==> src/rtl/alu_seq.sv <==
// Sequential ALU: single-cycle pass/add/sub/logic ops and a WIDTH-step
// shift-add multiplier, with registered result, flag and zero outputs.
module alu_seq #(
    parameter int WIDTH = 6
) (
    input  logic             clk,
    input  logic             rst_n,
    input  logic             start,
    input  logic [2:0]       op,
    input  logic [WIDTH-1:0] a,
    input  logic [WIDTH-1:0] b,
    output logic             busy,
    output logic             done,
    output logic [WIDTH-1:0] result,
    output logic             flag,
    output logic             zero
);

    localparam int CW = $clog2(WIDTH) + 1;

    typedef enum logic [1:0] {
        IDLE = 2'd0,
        EXEC = 2'd1,
        MUL  = 2'd2
    } state_t;

    state_t             state_q, state_d;
    logic [2:0]         op_q, op_d;
    logic [WIDTH-1:0]   a_q, a_d;
    logic [WIDTH-1:0]   b_q, b_d;
    logic [2*WIDTH-1:0] acc_q, acc_d;
    logic [CW-1:0]      cnt_q, cnt_d;
    logic [WIDTH-1:0]   result_q, result_d;
    logic               flag_q, flag_d;
    logic               zero_q, zero_d;
    logic               done_q, done_d;

    logic [WIDTH:0]     sum;
    logic [WIDTH:0]     diff;
    logic [WIDTH:0]     step;
    logic [2*WIDTH-1:0] acc_step;
    logic [WIDTH-1:0]   alu_res;
    logic               alu_flag;

    // Single-cycle datapath on the latched operands
    always_comb begin
        sum      = {1'b0, a_q} + {1'b0, b_q};
        diff     = {1'b0, a_q} - {1'b0, b_q};
        alu_res  = '0;
        alu_flag = 1'b0;
        case (op_q)
            3'b000: alu_res = a_q;
            3'b001: alu_res = b_q;
            3'b010: begin
                alu_res  = sum[WIDTH-1:0];
                alu_flag = sum[WIDTH];
            end
            3'b011: begin
                alu_res  = diff[WIDTH-1:0];
                alu_flag = diff[WIDTH];
            end
            3'b100: alu_res = a_q & b_q;
            3'b101: alu_res = a_q | b_q;
            3'b110: alu_res = a_q ^ b_q;
            default: alu_res = '0;
        endcase
    end

    // One shift-add step: add multiplicand into the high half when the
    // current multiplier LSB is set, then shift the whole accumulator right.
    always_comb begin
        step     = {1'b0, acc_q[2*WIDTH-1:WIDTH]}
                 + (acc_q[0] ? {1'b0, a_q} : '0);
        acc_step = {step, acc_q[WIDTH-1:1]};
    end

    always_comb begin
        state_d  = state_q;
        op_d     = op_q;
        a_d      = a_q;
        b_d      = b_q;
        acc_d    = acc_q;
        cnt_d    = cnt_q;
        result_d = result_q;
        flag_d   = flag_q;
        zero_d   = zero_q;
        done_d   = 1'b0;
        case (state_q)
            IDLE: begin
                if (start) begin
                    a_d   = a;
                    b_d   = b;
                    op_d  = op;
                    cnt_d = '0;
                    if (op == 3'b111) begin
                        acc_d   = {{WIDTH{1'b0}}, b};
                        state_d = MUL;
                    end else begin
                        state_d = EXEC;
                    end
                end
            end
            EXEC: begin
                result_d = alu_res;
                flag_d   = alu_flag;
                zero_d   = (alu_res == '0);
                done_d   = 1'b1;
                state_d  = IDLE;
            end
            MUL: begin
                acc_d = acc_step;
                cnt_d = cnt_q + CW'(1);
                if (cnt_q == CW'(WIDTH - 1)) begin
                    result_d = acc_step[WIDTH-1:0];
                    flag_d   = |acc_step[2*WIDTH-1:WIDTH];
                    zero_d   = (acc_step[WIDTH-1:0] == '0);
                    done_d   = 1'b1;
                    state_d  = IDLE;
                end
            end
            default: state_d = IDLE;
        endcase
    end

    always_ff @(posedge clk or negedge rst_n) begin
        if (!rst_n) begin
            state_q  <= IDLE;
            op_q     <= '0;
            a_q      <= '0;
            b_q      <= '0;
            acc_q    <= '0;
            cnt_q    <= '0;
            result_q <= '0;
            flag_q   <= 1'b0;
            zero_q   <= 1'b1;
            done_q   <= 1'b0;
        end else begin
            state_q  <= state_d;
            op_q     <= op_d;
            a_q      <= a_d;
            b_q      <= b_d;
            acc_q    <= acc_d;
            cnt_q    <= cnt_d;
            result_q <= result_d;
            flag_q   <= flag_d;
            zero_q   <= zero_d;
            done_q   <= done_d;
        end
    end

    assign busy   = (state_q == EXEC) || (state_q == MUL);
    assign done   = done_q;
    assign result = result_q;
    assign flag   = flag_q;
    assign zero   = zero_q;

endmodule

==> config.mk <==
export PLATFORM = sky130hd
export DESIGN_NAME = alu_seq
export DESIGN_NICKNAME = d
export VERILOG_FILES = /design/src/rtl/alu_seq.sv
export SDC_FILE = /design/constraint.sdc
export NUM_CORES = 1
export LEC_CHECK = 0
export BUFFER_PORTS_ARGS = -buffer_cell sky130_fd_sc_hd__buf_4
export CAP_MARGIN = 20
export CORE_ASPECT_RATIO = 0.6
export CORE_MARGIN = 3
export CORE_UTILIZATION = 54
export CTS_CLUSTER_DIAMETER = 100
export DETAILED_ROUTE_END_ITERATION = 12
export GPL_TIMING_DRIVEN = 0
export PLACE_DENSITY = 0.81
export SLEW_MARGIN = 30
export SYNTH_ARGS = -nofsm -noshare
export SYNTH_HDL_FRONTEND = slang
export SYNTH_SLANG_ARGS = --single-unit
==> constraint.sdc <==
create_clock -name clk -period 1.97 [get_ports clk]
set_input_delay 0.0985 -clock clk [delete_from_list [all_inputs] [get_ports clk]]
set_output_delay 0.0985 -clock clk [all_outputs]
set_load 0.01 [all_outputs]
==> results.sh <==
export IMPL_grt_most_used_layer="met1"
export IMPL_avgSynthCellArea_um2=8.99
export IMPL_synth_area_um2=3020
export IMPL_min_period_ps=2370
export IMPL_overflow=0
export IMPL_start_util_pct=57.8
export IMPL_wl_per_cell_um=19.6
export IMPL_n_fill_cell=375
export IMPL_cts_num_sinks=42
export IMPL_worst_slew_pin_slew_ps=629
export IMPL_coreArea_um2=5230
export IMPL_dr_total_vias=2865
export IMPL_ys_seq_elements=42
export IMPL_final_cell_mix="buf_4 (50), nand2_1 (43), dfrtp_1 (36), o21ai_0 (33), inv_1 (25)"
export IMPL_use_met3_pct=5.34
export IMPL_rrSetupSlack_ps=-400
export IMPL_power_density_nw_per_um2=1470
export IMPL_die_w_um=103
export IMPL_fin_tns_setup_ps=-2280
export IMPL_dieHeight_um=63.9
export IMPL_failed_checks="hold timing, setup timing"
export IMPL_grt_max_degree=43
export IMPL_required_ps=2200
export IMPL_final_common_cell="buf_4"
export IMPL_final_cells=464
export IMPL_syn_nets=387
export IMPL_fin_util_pct=75.6
export IMPL_drc=0
export IMPL_skew_ps=16.2
export IMPL_avgViaCountPerCell=6.17
export IMPL_pin_count=28
export IMPL_cts_root_buf="clkbuf_8"
export IMPL_multi_input_area_um2=2050
export IMPL_die_area_um2=6560
export IMPL_async_flop_share_pct=100
export IMPL_antenna_left=0
export IMPL_outcome="finished, violations left"
export IMPL_r2r_cells=8
export IMPL_hold_path_class="in2reg"
export IMPL_hold_ws_ps=-12.0
export IMPL_fmax_mhz=422
export IMPL_p_total_mw=5.82
export IMPL_drt_wl_total_um=9100
export IMPL_worstSkewPairLatency_ps=320
export IMPL_rows=20
export IMPL_syn2layout_area_growth_pct=30.9
export IMPL_final_nets=448
export IMPL_worst_slack_ps=-399
export IMPL_yosys_warnings=0
export IMPL_maxCapViolCount=0
export IMPL_synth_edf_count=0
export IMPL_grt_pass1_wl_um=14800
export IMPL_hold_violations=2
export IMPL_clock_path_buffers=2
export IMPL_dp_hpwl_um=6290
export IMPL_setup_viol=11
export IMPL_antenna_found_initial=0
export IMPL_cp_start_kind="flop"
export IMPL_p_leak_nw=1.78
export IMPL_endpoint_kind="flop"
export IMPL_first_pass_iters=5
export IMPL_ys_flop_type="dfrtp_1"
export IMPL_htreeDepth=2
export IMPL_cts_clk_slew_worst_paths_ps=100
export IMPL_cp_max_fo=3
export IMPL_hold_path_depth=3
export IMPL_min_from="a[0]"
export IMPL_yosys_cell_types_count=64
export IMPL_r2r_end="zero$_DFFE_PN1P_"
export IMPL_grt_use_total_pct=29.6
export IMPL_syn_inst=336
export IMPL_globalplace_congestion=0.927
export IMPL_regArea_um2=1060
export IMPL_placed_cells=429
export IMPL_slew_headroom_pct=57.9
export IMPL_grt_use_met1_pct=47.3
export IMPL_cts_tree="done"
export IMPL_drtIter0Drc=361
export IMPL_crit_type="reg2reg"
export IMPL_timing_rr_start="b_q[0]$_DFFE_PN0P_"
export IMPL_min_to="a_q[0]$_DFFE_PN0P_"
export IMPL_drive_above_1_share_pct=33.2
export IMPL_finalMaxSlewViolations=0
export IMPL_globalRouteMet2Util_pct=40.8
export IMPL_rsz0062_at_grt="yes"
export IMPL_cts_buffers=5
export IMPL_grt_pass1_vias=2752
export IMPL_seq_area_frac_synth_pct=34.8
export IMPL_post_route_period_util_pct=120
export IMPL_worstPathArrival_ps=2600
export IMPL_port_buffers=27
export IMPL_antenna_cells=0
export IMPL_peakVddDrop_mv=0.839
per-layer routing:
metal  up-vias  share of wire (%)
li1       1314                  -
met1      1388                 47
met2       155                 43
met3         8                9.5
met4         0               0.81
met5         -                  0
metrics by stage:
step | cell area [um^2] | worst slack (ps)
after floorplan | 3060 | -37.6
after global placement | 3340 | -398
after detailed placement | 3340 | -449
after CTS | 3840 | -355
after global routing | 3950 | -477
final | 3950 | -399
critical path, stage by stage, from the launching register on:
cell and delay [ps]:
dfrtp_2 460, ha_4 180, fa_2 360, a21oi_4 210, o32ai_4 120, or3_4 430, a31oi_4 210, nand4_1 130
o31ai_2 190
final cells by class:
cell class              count  area share (%)
repair buffers             56            11.1
clock buffers               7            2.18
plain buffers              13            2.03
well taps                  66            2.09
flip-flops and latches     42            26.8
inverters                  33            3.13
clock inverters             1           0.759
multi-input cells         246            52.0
registers in the layout, summed over array words and instances (netlist names):
| register | flops |
|---|---|
| state_q | 2 |
| zero | 1 |
| flag | 1 |
| done | 1 |
| op_q | 3 |
| result | 6 |
| b_q | 6 |
| cnt_q | 4 |
| a_q | 6 |
| acc_q | 12 |
how the worst max path moves through the flow:
stage / startpoint / to / slack (ps) / cells after the start
2_1_floorplan: b_q[0]$_DFFE_PN0P_ / zero$_DFFE_PN1P_ / -40 / 8
3_3_place_gp: a_q[0]$_DFFE_PN0P_ / zero$_DFFE_PN1P_ / -400 / 10
3_5_place_dp: a_q[0]$_DFFE_PN0P_ / zero$_DFFE_PN1P_ / -450 / 10
4_1_cts: b_q[0]$_DFFE_PN0P_ / zero$_DFFE_PN1P_ / -350 / 8
5_1_grt: a_q[0]$_DFFE_PN0P_ / zero$_DFFE_PN1P_ / -480 / 10
6_report: b_q[0]$_DFFE_PN0P_ / zero$_DFFE_PN1P_ / -400 / 8
cells by family after synthesis:
family / synth area share [%]
adder cells (fa/ha/maj): 14.4
flip-flops: 34.8
AO/OA/AOI/OAI: 22.8
XOR/XNOR: 1.16
multiplexers: 5.51
AND/OR/NAND/NOR: 14.8
buffers and inverters: 6.46
where the power goes:
group | internal (mW) | switching [mW] | total, mW
logic | 1.66 | 1.95 | 3.61
registers | 1.17 | 0.294 | 1.46
clock network | 0.414 | 0.335 | 0.749
synth_stat cells, types with 4 or more instances:
cell      count  share of area, %
a21oi_1      11               1.8
a22o_1        5               1.4
and2_1        7               1.4
clkbuf_1      9               1.1
dfrtp_1      41                34
ha_1         30                12
inv_1        31               3.9
mux2i_1      11               3.6
nand2_1      44               5.5
nand2b_1      4              0.83
nand3_1       4              0.66
nor2_1       14               1.7
nor3_1        5              0.83
o21ai_0      36               6.0
o21ai_1       5              0.83
o31ai_1       6               1.5
repair_timing:
| item | CTS | global route |
|---|---|---|
| endpoints found under the setup margin | 19 | 35 |
| hold endpoints to repair | 47 | 0 |
| hold buffers | 7 | 0 |
| buffers inserted | 17 | 5 |
| pin swaps | 21 | 21 |
| gates resized for setup | 41 | 24 |
(Power assumes the default switching activity.)
